File: config.mk
export PLATFORM = sky130hd
export DESIGN_NAME = sdc_wb_init_sequencer
export DESIGN_NICKNAME = d
export VERILOG_FILES = /design/src/rtl/sdc_pkg.sv /design/src/rtl/sdc_wb_xfer.sv /design/src/rtl/sdc_wb_init_sequencer.sv
export SDC_FILE = /design/constraint.sdc
export NUM_CORES = 1
export LEC_CHECK = 0
export CAP_MARGIN = 20
export CORE_MARGIN = 2
export CORE_UTILIZATION = 39
export CTS_CLUSTER_DIAMETER = 50
export CTS_CLUSTER_SIZE = 25
export DETAILED_ROUTE_END_ITERATION = 16
export PLACE_DENSITY = 0.85
export SKIP_LAST_GASP = 1
export SLEW_MARGIN = 20
export SYNTH_ARGS = -nofsm -noshare
export SYNTH_HDL_FRONTEND = slang
export SYNTH_HIERARCHICAL = 1
export SYNTH_SLANG_ARGS = --single-unit
File: constraint.sdc
create_clock -name clk -period 3.2 [get_ports clk]
set_input_delay 0.64 -clock clk [delete_from_list [all_inputs] [get_ports clk]]
set_output_delay 0.64 -clock clk [all_outputs]
set_load 0.02 [all_outputs]
File: src/rtl/sdc_pkg.sv
// ============================================================================
// Module      : sdc_pkg
// Description : Shared SD-controller register map, init-sequencer state
//               encoding and failure codes.
// Revision    : 1.0 - initial release
// ============================================================================
`default_nettype none

package sdc_pkg;

    localparam logic [7:0] c_ADDR_ARGUMENT          = 8'h00;
    localparam logic [7:0] c_ADDR_COMMAND           = 8'h04;
    localparam logic [7:0] c_ADDR_RESP_1            = 8'h08;
    localparam logic [7:0] c_ADDR_RESP_2            = 8'h0C;
    localparam logic [7:0] c_ADDR_RESP_3            = 8'h10;
    localparam logic [7:0] c_ADDR_RESP_4            = 8'h14;
    localparam logic [7:0] c_ADDR_DATA_TIMEOUT      = 8'h18;
    localparam logic [7:0] c_ADDR_CONTROLLER        = 8'h1C;
    localparam logic [7:0] c_ADDR_CMD_TIMEOUT       = 8'h20;
    localparam logic [7:0] c_ADDR_CLOCK_DIVIDER     = 8'h24;
    localparam logic [7:0] c_ADDR_SOFTWARE_RESET    = 8'h28;
    localparam logic [7:0] c_ADDR_POWER_CONTROL     = 8'h2C;
    localparam logic [7:0] c_ADDR_CAPABILITY        = 8'h30;
    localparam logic [7:0] c_ADDR_CMD_EVENT_STATUS  = 8'h34;
    localparam logic [7:0] c_ADDR_CMD_EVENT_ENABLE  = 8'h38;
    localparam logic [7:0] c_ADDR_DATA_EVENT_STATUS = 8'h3C;
    localparam logic [7:0] c_ADDR_DATA_EVENT_ENABLE = 8'h40;
    localparam logic [7:0] c_ADDR_BLOCK_SIZE        = 8'h44;
    localparam logic [7:0] c_ADDR_BLOCK_COUNT       = 8'h48;
    localparam logic [7:0] c_ADDR_DATA_XFER_ADDRESS = 8'h60;

    localparam logic [1:0] c_FAIL_NONE     = 2'b00;
    localparam logic [1:0] c_FAIL_TIMEOUT  = 2'b01;
    localparam logic [1:0] c_FAIL_MISMATCH = 2'b10;

    typedef enum logic [2:0] {
        ST_IDLE  = 3'd0,
        ST_WRITE = 3'd1,
        ST_GAP   = 3'd2,
        ST_READ  = 3'd3,
        ST_DONE  = 3'd4,
        ST_FAIL  = 3'd5
    } init_state_e;

endpackage

`default_nettype wire

File: src/rtl/sdc_wb_xfer.sv
// ============================================================================
// Module      : sdc_wb_xfer
// Description : Wishbone single-transfer master handshake with stalled-ack
//               timeout counter.
// Revision    : 1.0 - initial release
// ============================================================================
`default_nettype none

module sdc_wb_xfer #(
    parameter int ACK_TIMEOUT = 255
) (
    input  logic        clk,
    input  logic        rst,
    input  logic        req_i,
    input  logic        we_i,
    input  logic [7:0]  adr_i,
    input  logic [31:0] dat_i,
    output logic        ack_ok_o,
    output logic        timeout_o,
    output logic [31:0] rdata_o,
    output logic [7:0]  wb_adr_o,
    output logic [31:0] wb_dat_o,
    input  logic [31:0] wb_dat_i,
    output logic [3:0]  wb_sel_o,
    output logic        wb_we_o,
    output logic        wb_cyc_o,
    output logic        wb_stb_o,
    input  logic        wb_ack_i
);

    localparam int              c_CW    = (ACK_TIMEOUT > 1) ? $clog2(ACK_TIMEOUT) : 1;
    localparam logic [c_CW-1:0] c_LIMIT = c_CW'(ACK_TIMEOUT - 1);

    logic [c_CW-1:0] cnt_q, cnt_d;

    // The cycle that would take the stall count to ACK_TIMEOUT raises timeout.
    always_comb begin
        cnt_d = cnt_q + 1'b1;
        if (!req_i || wb_ack_i || (cnt_q == c_LIMIT)) begin
            cnt_d = '0;
        end
    end

    always_ff @(posedge clk) begin
        if (rst) begin
            cnt_q <= '0;
        end else begin
            cnt_q <= cnt_d;
        end
    end

    assign ack_ok_o  = req_i & wb_ack_i;
    assign timeout_o = req_i & ~wb_ack_i & (cnt_q == c_LIMIT);
    assign rdata_o   = wb_dat_i;

    assign wb_cyc_o  = req_i;
    assign wb_stb_o  = req_i;
    assign wb_we_o   = req_i & we_i;
    assign wb_sel_o  = req_i ? 4'b1111 : 4'b0000;
    assign wb_adr_o  = req_i ? adr_i : 8'h00;
    assign wb_dat_o  = (req_i & we_i) ? dat_i : 32'h0;

endmodule

`default_nettype wire

File: src/rtl/sdc_wb_init_sequencer.sv
// ============================================================================
// Module      : sdc_wb_init_sequencer
// Description : Writes a register table over Wishbone, optionally reading
//               each entry back with retries. Read-back is compiled in by
//               defining SDC_INIT_VERIFY_EN.
// Revision    : 1.0 - initial release
// ============================================================================
`default_nettype none

module sdc_wb_init_sequencer
    import sdc_pkg::*;
#(
    parameter int                     NUM_REGS    = 4,
    parameter logic [NUM_REGS*8-1:0]  INIT_ADDRS  = {8'h24, 8'h20, 8'h1C, 8'h18},
    parameter logic [NUM_REGS*32-1:0] INIT_DATA   = {32'd1, 32'h7FFF, 32'd1, 32'h7FFF},
    parameter logic [31:0]            VERIFY_MASK = 32'h00FF_FFFF,
    parameter int                     ACK_TIMEOUT = 255,
    parameter int                     MAX_RETRIES = 2
) (
    input  logic        clk,
    input  logic        reset,
    input  logic        start,
    output logic        busy,
    output logic        done,
    output logic        fail,
    output logic [1:0]  fail_code,
    output logic [3:0]  fail_index,
    output logic [7:0]  wb_adr_o,
    output logic [31:0] wb_dat_o,
    input  logic [31:0] wb_dat_i,
    output logic [3:0]  wb_sel_o,
    output logic        wb_we_o,
    output logic        wb_cyc_o,
    output logic        wb_stb_o,
    input  logic        wb_ack_i
);

    localparam logic [3:0] c_LAST_IDX = 4'(NUM_REGS - 1);

    init_state_e state_q, state_d;
    init_state_e gap_next_q, gap_next_d;
    logic [3:0]  idx_q, idx_d;
    logic [1:0]  fail_code_q, fail_code_d;
    logic [3:0]  fail_index_q, fail_index_d;

    logic        w_req;
    logic        w_we;
    logic        w_ack_ok;
    logic        w_timeout;
    logic [7:0]  w_entry_adr;
    logic [31:0] w_entry_dat;

    // Table padded to 16 entries so the 4-bit index always selects in range.
    logic [7:0]  w_adr_tbl [16];
    logic [31:0] w_dat_tbl [16];

    for (genvar g = 0; g < 16; g++) begin : g_tbl
        if (g < NUM_REGS) begin : g_used
            assign w_adr_tbl[g] = INIT_ADDRS[g*8 +: 8];
            assign w_dat_tbl[g] = INIT_DATA[g*32 +: 32];
        end else begin : g_unused
            assign w_adr_tbl[g] = 8'h00;
            assign w_dat_tbl[g] = 32'h0;
        end
    end

    assign w_entry_adr = w_adr_tbl[idx_q];
    assign w_entry_dat = w_dat_tbl[idx_q];

`ifdef SDC_INIT_VERIFY_EN
    localparam logic [3:0] c_MAX_RETRY = 4'(MAX_RETRIES);

    logic [3:0]  retry_q, retry_d;
    logic [31:0] w_rdata;
    logic        w_match;

    assign w_match = ((w_rdata ^ w_entry_dat) & VERIFY_MASK) == 32'h0;
`endif

    sdc_wb_xfer #(
        .ACK_TIMEOUT (ACK_TIMEOUT)
    ) u_xfer (
        .clk       (clk),
        .rst       (reset),
        .req_i     (w_req),
        .we_i      (w_we),
        .adr_i     (w_entry_adr),
        .dat_i     (w_entry_dat),
        .ack_ok_o  (w_ack_ok),
        .timeout_o (w_timeout),
`ifdef SDC_INIT_VERIFY_EN
        .rdata_o   (w_rdata),
`else
        .rdata_o   (),
`endif
        .wb_adr_o  (wb_adr_o),
        .wb_dat_o  (wb_dat_o),
        .wb_dat_i  (wb_dat_i),
        .wb_sel_o  (wb_sel_o),
        .wb_we_o   (wb_we_o),
        .wb_cyc_o  (wb_cyc_o),
        .wb_stb_o  (wb_stb_o),
        .wb_ack_i  (wb_ack_i)
    );

    always_comb begin
        state_d      = state_q;
        gap_next_d   = gap_next_q;
        idx_d        = idx_q;
        fail_code_d  = fail_code_q;
        fail_index_d = fail_index_q;
        w_req        = 1'b0;
        w_we         = 1'b0;
`ifdef SDC_INIT_VERIFY_EN
        retry_d      = retry_q;
`endif
        case (state_q)
            ST_IDLE, ST_DONE, ST_FAIL: begin
                if (start) begin
                    state_d      = ST_WRITE;
                    idx_d        = 4'd0;
                    fail_code_d  = c_FAIL_NONE;
                    fail_index_d = 4'd0;
`ifdef SDC_INIT_VERIFY_EN
                    retry_d      = 4'd0;
`endif
                end
            end
            ST_WRITE: begin
                w_req = 1'b1;
                w_we  = 1'b1;
                if (w_ack_ok) begin
                    state_d = ST_GAP;
`ifdef SDC_INIT_VERIFY_EN
                    gap_next_d = ST_READ;
`else
                    if (idx_q == c_LAST_IDX) begin
                        gap_next_d = ST_DONE;
                    end else begin
                        gap_next_d = ST_WRITE;
                        idx_d      = idx_q + 4'd1;
                    end
`endif
                end else if (w_timeout) begin
                    state_d      = ST_FAIL;
                    fail_code_d  = c_FAIL_TIMEOUT;
                    fail_index_d = idx_q;
                end
            end
`ifdef SDC_INIT_VERIFY_EN
            ST_READ: begin
                w_req = 1'b1;
                if (w_ack_ok) begin
                    if (w_match) begin
                        state_d = ST_GAP;
                        retry_d = 4'd0;
                        if (idx_q == c_LAST_IDX) begin
                            gap_next_d = ST_DONE;
                        end else begin
                            gap_next_d = ST_WRITE;
                            idx_d      = idx_q + 4'd1;
                        end
                    end else if (retry_q < c_MAX_RETRY) begin
                        state_d    = ST_GAP;
                        gap_next_d = ST_WRITE;
                        retry_d    = retry_q + 4'd1;
                    end else begin
                        state_d      = ST_FAIL;
                        fail_code_d  = c_FAIL_MISMATCH;
                        fail_index_d = idx_q;
                    end
                end else if (w_timeout) begin
                    state_d      = ST_FAIL;
                    fail_code_d  = c_FAIL_TIMEOUT;
                    fail_index_d = idx_q;
                end
            end
`endif
            ST_GAP: begin
                state_d = gap_next_q;
            end
            default: begin
                state_d = ST_IDLE;
            end
        endcase
    end

    always_ff @(posedge clk) begin
        if (reset) begin
            state_q      <= ST_IDLE;
            gap_next_q   <= ST_IDLE;
            idx_q        <= 4'd0;
            fail_code_q  <= c_FAIL_NONE;
            fail_index_q <= 4'd0;
`ifdef SDC_INIT_VERIFY_EN
            retry_q      <= 4'd0;
`endif
        end else begin
            state_q      <= state_d;
            gap_next_q   <= gap_next_d;
            idx_q        <= idx_d;
            fail_code_q  <= fail_code_d;
            fail_index_q <= fail_index_d;
`ifdef SDC_INIT_VERIFY_EN
            retry_q      <= retry_d;
`endif
        end
    end

    assign busy       = (state_q == ST_WRITE) || (state_q == ST_GAP) || (state_q == ST_READ);
    assign done       = (state_q == ST_DONE);
    assign fail       = (state_q == ST_FAIL);
    assign fail_code  = fail_code_q;
    assign fail_index = fail_index_q;

endmodule

`default_nettype wire
# Word level (Yosys, flattened, before mapping)
# Memory sizes are Yosys's and may differ from the RTL's.
# Cells that the tools add are included.
[op_classes]
eq_ne = 13
muxes = 24
bitwise_logic = 5
reduce_logical = 13
magnitude_cmp = 1
addsub = 2
[ops]
columns = ["op", "n"]
rows = [
  ["32-bit two-way mux", 3],
  ["4-bit two-way mux", 6],
  ["8-bit two-way mux", 3],
  ["4-bit case mux with 2 select lines", 2],
  ["3-bit two-way mux", 4],
  ["3-bit case mux with 3 select lines", 1],
  ["8-bit by 1-bit adder with 8-bit output (second input constant)", 1],
  ["8-bit == test (second input constant)", 1],
  ["4-bit AND reduction", 2],
  ["3-bit by 2-bit == test with 1-bit output (second input constant)", 2],
  ["3-bit == test (second input constant)", 2],
  ["2-bit two-way mux", 3],
  ["2-bit inequality test (second input constant)", 3],
  ["5-bit >= comparator (second input constant)", 1],
  ["4-bit NOT with 5-bit output", 1],
  ["4-bit by 1-bit adder with 4-bit output (second input constant)", 1],
  ["4-bit by 2-bit == test with 1-bit output (second input constant)", 1],
  ["1-bit logical OR", 4],
  ["2-bit by 1-bit inequality test with 1-bit output (second input constant)", 2],
  ["2-bit case mux with 2 select lines", 1],
  ["2-bit AND reduction", 2],
  ["1-bit bitwise AND", 3],
  ["3-bit by 1-bit == test with 1-bit output (second input constant)", 1],
  ["3-bit zero test", 1],
  ["7 further kinds", 7],
]
[totals]
word_cells = 66
rom_bits = 640
n_memories = 2
output_inout_bits = 56
ff_bits = 24
[memory_table]
columns = ["memory", "depth", "width", "rd", "rd_clocked_by_memory_dff", "write_ports", "line", "text"]
rows = [
  ["(no name shown)", 16, 32, 1, 0, 0, "sdc_wb_init_sequencer.sv:68", "assign w_entry_dat = w_dat_tbl[idx_q];"],
  ["(no name shown)", 16, 8, 1, 0, 0, "sdc_wb_init_sequencer.sv:67", "assign w_entry_adr = w_adr_tbl[idx_q];"],
]

# Depth between registers and ports, before layout
# Gate-level depths: netlist of the first run.
[logic_depth]
word_depth = 7
depth_mapped = 9

# Cells and area by module
# Netlist of the first run, hierarchy kept.
[by_module_without_submodules]
columns = ["mod", "cells_each", "instances", "area_each_um2"]
rows = [
  ["sdc_wb_xfer", 128, 1, 959.7],
  ["sdc_wb_init_sequencer", 80, 1, 730.7],
]

# Least setup slack after synthesis of the first run
# OpenSTA, ideal clock, no wires.
[synth_path]
kind = "flip-flop to flip-flop"
start = "register state_q[0]"
end = "register fail_index_q[0] (netlist: fail_index[0])"
t_required_ns = 3.140
slack_ns = 0.937
path_stages_with_launch = 9
n_path_buf = 1
t_arrival_ns = 2.203
period_less_slack_ns = 2.263
cell_sequence = "dfxtp_1 nand2b_2 nor2_2 clkbuf_1 and2_1 nor2b_1 mux2_4 a21oi_4 a22o_1"
[synth_lines]
columns = ["element", "line", "text"]
rows = [
  ["start, declared", "sdc_wb_init_sequencer.sv:40", "init_state_e state_q, state_d;"],
  ["start signal, assigned", "sdc_wb_init_sequencer.sv:199", "state_q <= state_d;"],
  ["3-bit by 1-bit == test with 1-bit output", "sdc_wb_init_sequencer.sv:117", "case (state_q)"],
  ["1-bit two-way mux", "sdc_wb_init_sequencer.sv:117", ""],
  ["via w_req", "sdc_wb_init_sequencer.sv:46", "logic w_req;"],
  ["1-bit bitwise AND", "sdc_wb_xfer.sv:52", "assign ack_ok_o = req_i & wb_ack_i;"],
  ["via w_ack_ok", "sdc_wb_init_sequencer.sv:48", "logic w_ack_ok;"],
  ["2-bit inequality test (no source line)", "-", ""],
  ["4-bit AND reduction (no source line)", "-", ""],
  ["end signal, assigned", "sdc_wb_init_sequencer.sv:203", "fail_index_q <= fail_index_d;"],
  ["end, declared", "sdc_wb_init_sequencer.sv:44", "logic [3:0] fail_index_q, fail_index_d;"],
]
# The timed path passes the listed nets, and every way through them passes these cells.
# A chain may end at the register's enable or synchronous reset.

# Worst setup path after layout of the first run
[layout_path]
start = "register state_q[0]"
end = "output wb_dat_o[0]"
[layout_between]
elab_chain_len = 3
[layout_rtl]
columns = ["element", "line", "text"]
rows = [
  ["3-bit by 1-bit == test with 1-bit output", "sdc_wb_init_sequencer.sv:117", ""],
  ["1-bit two-way mux", "sdc_wb_init_sequencer.sv:117", ""],
  ["32-bit two-way mux", "sdc_wb_xfer.sv:61", "assign wb_dat_o = (req_i & we_i) ? dat_i : 32'h0;"],
  ["end, declared", "sdc_wb_init_sequencer.sv:29", "output logic [31:0] wb_dat_o,"],
]
# Every way passes these cells.

==> results.py, run 1 <==
metrics = {
    "timing": {
        "finalClockSkew_ps": 11.45,
        "finalSetupViolations": 0,
        "fin_crit_ps": 2775,
        "rsz0062_at_grt": "false",
        "finalCritPeriodShare_pct": 86.71,
        "hold_viol": 0,
        "slew_violations": 0,
        "tns_ps": 0,
        "clock.fmax_mhz": 360.4,
    },
    "synth": {
        "synth.cell_area_um2": 1450,
        "syn_area_per_cell_um2": 8.239,
        "syn_inst": 176,
        "yosysWarnings": 6,
    },
    "status": {
        "status": "complete, no violations",
    },
    "routing": {
        "wl_per_cell_um": 11.91,
        "drc_errors": 0,
        "dr.pass1.iters": 4,
        "ant_nets": 0,
        "dr_total_vias": 1336,
        "drt_iter0_markers": 55,
        "viasPerCell": 4.930,
        "wl_um": 3228,
    },
    "cells_and_area": {
        "final_common_cell": "clkdlybuf4s50_1",
        "drive_gt1_share_pct": 8.520,
        "layout.cells.non_filler": 271,
        "diodes": 0,
        "fill_cells": 342,
        "nets": 263,
        "area_growth_pct": 35.55,
        "final_cell_mix": "clkdlybuf4s50_1, and3_1, conb_1, dfxtp_1, and2_1",
        "multi_input_area_um2": 965.9,
        "ff_latch_area_um2": 440.4,
    },
    "worst_setup_path": {
        "end_kind": "output port",
        "rr_endpoint": "fail_index[0]",
        "worstPathMaxFanout": 88,
        "cp.arrival_ps": 2130,
        "slowest_delay_ps": 600,
        "r2r-start": "state_q[0]",
        "worstPathCellList": "nand2b_2 > nor2_4 > buf_12 > and3_2 > clkdlybuf4s50_1",
        "startpoint": "state_q[0]",
        "r2r_cells": 7,
        "reg2reg_slack_ps": 870,
        "path_class": "reg -> out",
        "setup.worst_path.start_class": "flip-flop",
        "crit_slowest_cell": "clkdlybuf4s50_1",
        "required_ps": 2560,
    },
    "power_and_ir_drop": {
        "ir_drop_v": 0.0002748,
        "internal_power_mw": 0.5244,
        "leakage_nw": 0.8300,
        "pwr_density_cell_nw_per_um2": 374.6,
        "combPwrFrac_pct": 25.9,
        "p_switching_mw": 0.2121,
        "p_seq_share_pct": 38.6,
        "switching_share_pct": 28.80,
        "clkPwrFrac_pct": 35.4,
    },
    "clock_network": {
        "postCtsSetupBuffers": 0,
        "cts_tree": "done",
        "root_buffer": "clkbuf_8",
        "ctsHtreeMaxLevel": 1,
        "insertion_delay_ps": 270,
        "cts_inserted_buffers": 3,
        "cts_resized": 0,
        "cts.sinks": 22,
        "clk_path_buf_depth": 2,
        "holdBufCountCts": 0,
        "clk_pin_slew_ps": 90,
    },
    "floorplanning": {
        "rows": 22,
        "initial_core_util_pct": 40.22,
        "coreArea_um2": 3606,
        "fp.dieH_um": 64.98,
        "ioPinCount": 92,
        "die-area_um2": 4222,
        "die_w_um": 64.98,
    },
    "placed_design": {
        "io_buffers": 37,
        "dp_hpwl_um": 2277,
        "place_inst": 267,
        "gp_congestion": 0.8152,
    },
    "global_route": {
        "grt_pass1_vias": 1145,
        "antenna_found_initial": 0,
        "grt_first_pass_wirelength_um": 5133,
        "grt_overflow": 0,
        "grt_max_degree": 89,
        "grt_util_all_layers_pct": 14.96,
    },
    "run": {
        "maxCapViolCount": 0,
    },
    "min_path": {
        "min-delay-start": "gap_next_q[2]",
        "hold_path.class": "reg -> reg",
        "min_to": "gap_next_q[2]",
        "min_path_cells": 2,
    },
}
[metal layers]
| layer | global-route usage, % | up-vias | routed length (um) |
|---|---|---|---|
| met4 | 3.457 | 0 | 0 |
| met1 | 17.77 | 600 | 1381 |
| met3 | 3.299 | 0 | 125 |
| met2 | 27.19 | 30 | 1721 |
| met5 | 0 | - | 0 |
| li1 | - | 706 | - |
[stage by stage]
| step | area, um2 | setup slack, ps | utilization, % | total power, mW | hold WS, ps |
|---|---|---|---|---|---|
| 3_3_place_gp | 1894 | 734.6 | 52.53 | 0.4786 | 446.0 |
| 3_5_place_dp | 1894 | 718.9 | 52.53 | 0.4810 | 451.9 |
| 4_1_cts | 1966 | 413.5 | 54.51 | 0.7374 | 462.5 |
| 5_1_grt | 1966 | 291.2 | 54.51 | 0.7704 | 497.2 |
| 2_1_floorplan | 1529 | 936.9 | - | 0.4235 | 434.1 |
| 6_report | 1966 | 425.3 | 54.51 | 0.7364 | 461.6 |
[power by group through the flow]
stage	logic [mW]	registers [mW]	clock network, mW
5_1_grt	0.205	0.285	0.280
6_report	0.191	0.284	0.261
4_1_cts	0.190	0.284	0.263
3_5_place_dp	0.190	0.291	0
3_3_place_gp	0.188	0.291	0
2_1_floorplan	0.134	0.289	0
[area by class of cell]
cell class / count / share of cell area [%]
Multi-Input combinational cell: 151 / 49.14
Sequential cell: 22 / 22.41
Timing Repair Buffer: 40 / 20.62
Tap cell: 48 / 3.055
Clock buffer: 3 / 2.101
Clock inverter: 1 / 1.528
Inverter: 6 / 1.146
[registers in the layout, indices dropped and copies added (netlist names)]
name          flops
idx_q             4
gap_next_q        2
state_q           3
fail_code         1
fail_index        4
u_xfer/cnt_q      8
[critical path, delay by kind of cell, from the launching register on]
kind | cells | cell delay, ps
AND/OR/NAND/NOR | 3 | 490
buffers and inverters | 2 | 840
flip-flops | 1 | 510
[worst max-delay path by stage]
stage	to	slack, ps	cells past startpoint
finish	wb_dat_o[0]	430	5
global route	wb_dat_o[0]	290	5
CTS	wb_dat_o[0]	410	5
detailed placement	wb_dat_o[0]	720	5
global placement	wb_dat_o[0]	730	5
floorplan	fail_index[0]	940	8
Power figures use the tool's default switching activity.
==> run 2: changes to the inputs <==
TNS_END_PERCENT = 100   (was default)
==> results of run 2 <==
No change in the layout: final DEF, timing and power equal those of run 1.
==> run 3: changes to the inputs <==
CORE_UTILIZATION = 35   (was 39)
PLACE_DENSITY = 0.81   (was 0.85)
clock period = 2.55 ns   (was 3.2 ns; I/O delays follow)
==> results.py, run 3 (synthesis gave the netlist of run 1 again) <==
metrics = {
    "status": {
        "status": "complete, no violations",
    },
    "clock_network": {
        "root_buffer": "clkbuf_8",
        "clk_path_buf_depth": 2,
        "cts_inserted_buffers": 3,
        "clk_pin_slew_ps": 70,
        "ctsHtreeMaxLevel": 1,
        "insertion_delay_ps": 260,
        "holdBufCountCts": 0,
        "postCtsSetupBuffers": 0,
        "cts.sinks": 22,
        "cts_tree": "done",
    },
    "timing": {
        "finalClockSkew_ps": 2.100,
        "finalCritPeriodShare_pct": 99.08,
        "clock.fmax_mhz": 395.8,
        "finalSetupViolations": 0,
        "worst_slack_ps": 23.54,
        "hold_viol": 0,
        "slew_violations": 0,
        "fin_crit_ps": 2526,
        "tns_ps": 0,
        "rsz0062_at_grt": "true",
    },
    "cells_and_area": {
        "largest_register_ffs": 8,
        "final_cell_mix": "and3_1, conb_1, clkdlybuf4s50_1, dfxtp_1, dlymetal6s2s_1",
        "ff_latch_area_um2": 441.7,
        "area_growth_pct": 36.84,
        "nets": 264,
        "diodes": 0,
        "final_common_cell": "and3_1",
        "drive_gt1_share_pct": 8.969,
        "layout.cells.non_filler": 273,
        "multi_input_area_um2": 965.9,
        "fill_cells": 393,
        "largest-register": "u_xfer/cnt_q",
    },
    "worst_setup_path": {
        "path_class": "reg -> out",
        "setup.worst_path.start_class": "flip-flop",
        "cp.arrival_ps": 2020,
        "end_kind": "output port",
        "crit_slowest_cell": "clkdlybuf4s50_1",
        "required_ps": 2040,
        "worstPathMaxFanout": 72,
        "slowest_delay_ps": 600,
        "worstPathCellList": "nand2b_2 > nor2_4 > buf_12 > and3_2 > clkdlybuf4s50_1",
    },
    "global_route": {
        "grt_util_all_layers_pct": 13.00,
        "grt.busiest_layer": "met2",
        "use_met3_pct": 3.454,
        "grt_max_degree": 73,
        "grt_overflow": 0,
        "grt_pass1_vias": 1078,
        "antenna_found_initial": 0,
        "grt_use_met2_pct": 22.57,
        "grt_first_pass_wirelength_um": 4692,
        "met1_usage_pct": 16.15,
    },
    "placed_design": {
        "gp_congestion": 0.8613,
        "io_buffers": 37,
        "dp_hpwl_um": 2329,
        "place_inst": 270,
        "dp_slack_ps": 234.9,
    },
    "power_and_ir_drop": {
        "leakage_nw": 1.079,
        "ir_drop_v": 0.0003005,
        "pwr_density_cell_nw_per_um2": 405.4,
    },
    "routing": {
        "wl_um": 3151,
        "dr.pass1.iters": 4,
        "wl_per_cell_um": 11.54,
        "ant_nets": 0,
        "dr_total_vias": 1320,
        "drc_errors": 0,
        "drt_iter0_markers": 63,
        "viasPerCell": 4.835,
    },
    "floorplanning": {
        "die_w_um": 68.37,
        "ioPinCount": 92,
        "fp.dieH_um": 68.37,
        "rows": 23,
        "coreArea_um2": 4000,
        "initial_core_util_pct": 36.25,
        "die-area_um2": 4674,
    },
    "run": {
        "maxCapViolCount": 0,
    },
    "min_path": {
        "hold_path.class": "reg -> reg",
    },
}
## run 3: cell types whose count changed in the layout (fill, tap and decap cells not counted)
cell             delta
clkdlybuf4s50_1    -15
dlymetal6s2s_1     +15
buf_4               +1
bufinv_16           -1
dfxtp_1             -1
dfxtp_2             +1
## run 3: layout make-up
cell class                      count  share of cell area (%)
Timing Repair Buffer               41                   22.70
Clock buffer                        3                   2.081
Sequential cell                    22                   22.26
Tap cell                           50                   3.153
Multi-Input combinational cell    151                   48.68
Inverter                            6                   1.135
## run 3: per-stage QoR
stage	total power, mW	hold slack [ps]	util, %	instance area [um2]
after floorplan	0.5314	434.1	-	1529
after global placement	0.6033	444.0	47.61	1904
after detailed placement	0.6058	450.0	47.61	1904
after CTS	0.8182	460.3	48.67	1947
after global routing	0.8498	486.6	49.61	1984
final	0.8046	457.8	49.61	1984
## run 3: worst paths after layout
kind / start / end / slack (ps) / cells after the start
setup reg to reg: state_q[1] / fail_index[0] / 400 / 7
hold reg to reg: gap_next_q[2] / gap_next_q[2] / 460 / 2
setup / recovery: state_q[1] / wb_dat_o[0] / 20 / 5
hold / removal: gap_next_q[2] / gap_next_q[2] / 460 / 2
## run 3: worst max-delay path, delay by kind of cell, from the launching register on
family,cells,cell delay (ps)
simple gates,3,580
buf+inv,2,810
flops,1,350
## run 3: power by group
group | switching (mW) | internal (mW)
logic | 0.138 | 0.0998
registers | 0.00954 | 0.348
clock network | 0.103 | 0.105
total | 0.251 | 0.553
## run 3: routing by layer
layer,vias up,wire [um]
met5,-,0
met4,0,10
met3,2,93
met2,23,1638
met1,592,1408
li1,703,-
## run 3: timing repair
item	4_1_cts	5_1_grt
cloned	0	0
setup endpoints to repair	16	19
gates resized for setup	1	15
pin swaps	0	0
